[config.mk]
export PLATFORM = sky130hd
export DESIGN_NAME = downcounter_tc
export DESIGN_NICKNAME = d
export VERILOG_FILES = /design/src/rtl/downcounter_tc.sv
export SDC_FILE = /design/constraint.sdc
export NUM_CORES = 1
export LEC_CHECK = 0
export BUFFER_PORTS_ARGS = -buffer_cell sky130_fd_sc_hd__buf_2
export CAP_MARGIN = 20
export CORE_MARGIN = 3
export CORE_UTILIZATION = 53
export DETAILED_ROUTE_END_ITERATION = 16
export PLACE_DENSITY = 0.82
export SETUP_SLACK_MARGIN = 0.15
export SLEW_MARGIN = 15
export SYNTH_ARGS = -nofsm -noshare
export SYNTH_HDL_FRONTEND = slang
export SYNTH_SLANG_ARGS = --single-unit
[constraint.sdc]
create_clock -name clk -period 2.3 [get_ports clk]
set_clock_uncertainty 0.05 [all_clocks]
set_input_delay 0.23 -clock clk [delete_from_list [all_inputs] [get_ports clk]]
set_output_delay 0.23 -clock clk [all_outputs]
set_load 0.005 [all_outputs]
[src/rtl/downcounter_tc.sv]
// Loadable down-counter with registered terminal-count strobe, one-shot
// or auto-reload operation, and a two-state IDLE/RUN control FSM.
//
// Ports:
//   clk     in   clock, rising edge
//   rst     in   synchronous reset, active-low
//   load    in   parallel load strobe; also captures the reload value
//   preset  in   WIDTH-bit load / reload value
//   cen     in   count enable (cascade input)
//   mode    in   0 = one-shot, 1 = auto-reload
//   counter out  current count, registered
//   tc      out  terminal-count strobe, one clock per terminal event
//   busy    out  high while the FSM is in RUN
module downcounter_tc #(
    parameter int WIDTH = 8
) (
    input  logic             clk,
    input  logic             rst,
    input  logic             load,
    input  logic [WIDTH-1:0] preset,
    input  logic             cen,
    input  logic             mode,
    output logic [WIDTH-1:0] counter,
    output logic             tc,
    output logic             busy
);

    typedef enum logic {
        IDLE = 1'b0,
        RUN  = 1'b1
    } state_t;

    localparam logic [WIDTH-1:0] ZERO = '0;
    localparam logic [WIDTH-1:0] ONE  = {{(WIDTH-1){1'b0}}, 1'b1};

    state_t           state_q, state_d;
    logic [WIDTH-1:0] count_q, count_d;
    logic [WIDTH-1:0] reload_q, reload_d;
    logic             tc_q, tc_d;

    always_ff @(posedge clk) begin
        if (!rst) begin
            state_q  <= IDLE;
            count_q  <= ZERO;
            reload_q <= ZERO;
            tc_q     <= 1'b0;
        end else begin
            state_q  <= state_d;
            count_q  <= count_d;
            reload_q <= reload_d;
            tc_q     <= tc_d;
        end
    end

    always_comb begin
        state_d  = state_q;
        count_d  = count_q;
        reload_d = reload_q;
        tc_d     = 1'b0;

        if (load) begin
            count_d  = preset;
            reload_d = preset;
            state_d  = (preset != ZERO) ? RUN : IDLE;
        end else if (state_q == RUN && cen) begin
            unique case (1'b1)
                (count_q > ONE): begin
                    count_d = count_q - ONE;
                end
                (count_q == ONE): begin
                    count_d = ZERO;
                    tc_d    = 1'b1;
                    // mode only matters here; one-shot parks at zero
                    if (!mode) begin
                        state_d = IDLE;
                    end
                end
                default: begin
                    // RUN with zero count only occurs in auto-reload
                    count_d = reload_q;
                end
            endcase
        end
    end

    assign counter = count_q;
    assign tc      = tc_q;
    assign busy    = (state_q == RUN);

endmodule
Word level (Yosys, flattened, before mapping) --
Index checks and enable logic that the tools add are counted.
Storage, ports and cells: register bits 18, input port bits 13, output and inout bits 10, logic and storage cells 25
Cells by class: add/sub/neg operators 1, magnitude comparators 1, equality and inequality tests 2, mux-type cells 9, bitwise logic cells 2, reductions and logical operators 6
Operators with widths (count):
- 8-bit 2-to-1 mux | 2
- 8-bit case mux with 2 select lines | 1
- 8-bit by 1-bit equality test with 1-bit output (second input constant) | 1
- 8-bit by 1-bit > comparator with 1-bit output (second input constant) | 1
- 8-bit nonzero test | 1
- 8-bit by 1-bit subtractor with 8-bit output (second input constant) | 1
- 1-bit 2-to-1 mux | 6
- 2-bit nonzero test | 2
- 3-bit AND reduction | 1
- 3-bit OR reduction | 1
- 2-bit inequality test (second input constant) | 1
- 1-bit inverter | 2
- 1-bit logical AND | 1

Logic depth before layout (Yosys ltp) --
depth after elaboration 4, mapped depth 6, depth with buffers taken out 6

Least setup slack after synthesis --
OpenSTA, ideal clock, no wires.
kind register to register, start register count_q[1] (netlist: counter[1]), end register count_q[5] (netlist: counter[5]), library setup time 86 ps, arrival 1711 ps, required time 2164 ps, path slack 452 ps, cell stages (with the launch flop) 7, buffers on the path 0, period minus slack after synthesis 1848 ps, path through dfxtp_1 inv_1 ha_1 nor4b_4 nand3_2 a221o_1 a221oi_2
On the way: longest elaborated chain between the ends 4, elaborated cells between the ends (all ways) 6, classes of those cells 1 x add/sub; 1 x order compare; 1 x eq/ne; 3 x mux
Ends and longest elaborated chain:
- start: declaration | line 37 | logic [WIDTH-1:0] count_q, count_d;
- start signal: assignment | line 49 | count_q <= count_d;
- 8-bit by 1-bit subtractor with 8-bit output (tied with other cells) | line 68 | count_d = count_q - ONE;
- 8-bit case mux with 2 select lines * | line 66 | unique case (1'b1)
- 8-bit 2-to-1 mux * | line 65 | end else if (state_q == RUN && cen) begin
- 8-bit 2-to-1 mux * | line 61 | if (load) begin
Every way passes the cells marked *; elsewhere a longest branch is shown, timed or not. The select of a mux whose other input is x is not followed. A chain may end at the register's enable or synchronous reset.

Final worst setup path --
start register count_q[0] (netlist: counter[0]), end register count_q[1] (netlist: counter[1])
Same word-level chain as after synthesis.

==> impl_metrics.json <==
{
  "drt-wirelength-per-cell_um": 15.84,
  "synth_edf_count": 0,
  "rr_worst_depth": 6,
  "dp.cells": 175,
  "grt_pass1_wl_um": 4685,
  "die_area_um2": 2617,
  "syn2layout_area_growth_pct": 16.20,
  "synth_area_um2": 1081,
  "cap_viol_max_count": 0,
  "insertion_delay_ns": 0.30,
  "final.min_clock_period_ns": 1.909,
  "avgViaCountPerCell": 6.453,
  "r2r_start": "counter[0]",
  "crit_chain": "inv_1, ha_1, or2_2, a31o_2, o221ai_1, o211a_1",
  "ant_nets": 0,
  "yosysTopAreaCellShare_pct": 33.33,
  "ys_types": 44,
  "postCtsResizedCells": 0,
  "worst_ep_required_time_ns": 2.51,
  "min_path_cells": 3,
  "arrival_ns": 2.11,
  "routed_wl_um": 2835,
  "place.gp.congestion": 0.8687,
  "dp_hpwl_um": 2063,
  "grt-ovfl-total": 0,
  "cp-end-kind": "register",
  "instances_no_fill": 179,
  "final.setup.tns_ns": 0,
  "synthTopCellsByArea": "dfxtp_1, a21oi_1, nor2_1, mux2i_1, nand3_1",
  "p_per_area_nw_per_um2": 641.9,
  "synth_area_per_cell_um2": 8.316,
  "swShare_pct": 33.50,
  "fin_util_pct": 69.00,
  "pwr-share-comb_pct": 29.2,
  "min_from": "preset[3]",
  "slew_headroom_pct": 60.00,
  "syn_nets": 145,
  "drive_gt1_share_pct": 26.62,
  "fill_cells": 151,
  "ios": 23,
  "cts-root-buf": "clkbuf_4",
  "place_ws_ns": 0.4290,
  "criticalPathCategory": "register to register",
  "worst_slack_ns": 0.3906,
  "finalPower_uw": 806.4,
  "timing.final.max_slew_violations": 0,
  "power_leakage_nw": 0.5433,
  "async_reset_ff_share_pct": 0,
  "crit_fanout": 7,
  "std_cell_rows": 15,
  "nets": 170,
  "diodes": 0,
  "seq_power_share_pct": 46.0,
  "ys_seq_elements": 18,
  "status": "finished clean",
  "stdcell_area_um2": 1256,
  "synthCells": 130,
  "grt_pass1_vias": 1015,
  "grt_setup_unrepaired": "false",
  "p_int_uw": 536.2,
  "hold_buffers": 0,
  "tightest_slew_ns": 0.5951,
  "drc": 0,
  "hp-class": "primary input to register",
  "drt_iter0_drc": 53,
  "synth-seq-area-share_pct": 33.33,
  "cts_buffer_depth": 2,
  "grt_util_all_layers_pct": 23.67,
  "cts_buffers": 3,
  "antenna_found_initial": 0,
  "core_area_um2": 1821,
  "post_cts_buffers": 0,
  "yosysWarnings": 0,
  "grt_max_degree": 17,
  "power_frac_clock_pct": 24.8,
  "crit_start": "counter[0]",
  "initial_core_util_pct": 59.38,
  "fin_crit_sh_pct": 83.02,
  "drt_pass1_iterations": 4,
  "cts_max_level": 1,
  "yosysTopAreaCell": "dfxtp_1",
  "synthFlopType": "dfxtp_1",
  "port_buffers": 22,
  "whs_ns": 0.1412,
  "finalHoldViolCount": 0,
  "placed_area_um2": 1220,
  "slowest_delay_ns": 0.46,
  "power.switching_uw": 270.1,
  "synthTopCellsByCount": "dfxtp_1, a21oi_1, nor2_1",
  "num_vias": 1155,
  "tritoncts": "yes",
  "fmax_mhz": 523.7,
  "vdd_drop_max_v": 0.0003575,
  "clk_pin_slew_ns": 0.11,
  "die_h_um": 51.16,
  "setup_viol": 0,
  "startpoint_type": "register",
  "die_x_um": 51.16,
  "crit_slowest_cell": "dfxtp_1",
  "clock_sink_count": 18,
  "yosysMostFrequentCell": "dfxtp_1"
}
## worst max-delay path, delay by kind of cell (launching register included)
kind,cells,cell delay [ns]
and+or+nand+nor,1,0.33
DFF,1,0.46
buffers and inverters,1,0.07
AOI/OAI and AO/OA,3,0.68
adders and majority gates,1,0.27
## per-layer routing
layer	part of all wire, %	wire length (µm)	track usage (%)	vias to the layer above
met5	0	0	0	-
met4	2.0	57	10.76	0
met3	9.6	273	4.082	13
met2	47	1330	36.48	78
met1	41	1174	31.96	525
li1	-	-	-	539
## state kept, by name (all words and copies together) (netlist names)
register,cells
busy,1
tc,1
reload_q,8
counter,8
## worst paths after layout
check                           slack [ns]           to
worst max-delay path                  0.39   counter[1]
worst min register to register        0.43  reload_q[2]
worst min-delay path                  0.14  reload_q[3]
worst max register to register        0.39   counter[1]
## cells by family (layout without fill, tap and decap cells)
family                     count (synthesis)  after routing  share of synthesized area, %
AOI/OAI and AO/OA                         43             43                         29.17
muxes                                      4              4                         3.704
and+or+nand+nor                           50             50                         26.04
buffers and inverters                     13             37                         5.439
adders and majority gates                  2              2                         2.314
DFF                                       18             18                         33.33
## power groups by stage
stage | sequential (mW) | combinational, mW | clock, mW
after floorplan | 0.369 | 0.160 | 0
after global placement | 0.375 | 0.226 | 0
after detailed placement | 0.377 | 0.230 | 0
after CTS | 0.369 | 0.232 | 0.201
after global routing | 0.374 | 0.257 | 0.217
final | 0.371 | 0.236 | 0.200
## cell type report
| type | count | area [µm²] | area share, % |
|---|---|---|---|
| multi-input combinational | 99 | 661.9 | 52.69 |
| sequential | 18 | 360.3 | 28.69 |
| timing repair buffer | 26 | 140.1 | 11.16 |
| clock buffer | 4 | 36.28 | 2.888 |
| tap | 25 | 31.28 | 2.490 |
| inverter | 7 | 26.28 | 2.092 |
## layout by cell type (no fill, tap or decap), drive strengths merged, types with 2 or more instances in the layout
cell type   n
buf        26
dfxtp      18
a21oi      15
nor2       13
nand2       9
nand3       9
inv         6
nor3        5
mux2i       4
clkbuf      4
o21ai       3
nor4        3
and2        3
a211oi      2
a2bb2oi     2
a31o        2
o221a       2
a31oi       2
o221ai      2
o211a       2
a311oi      2
ha          2
a221oi      2
Note: power is estimated with default switching activity, not from simulation.
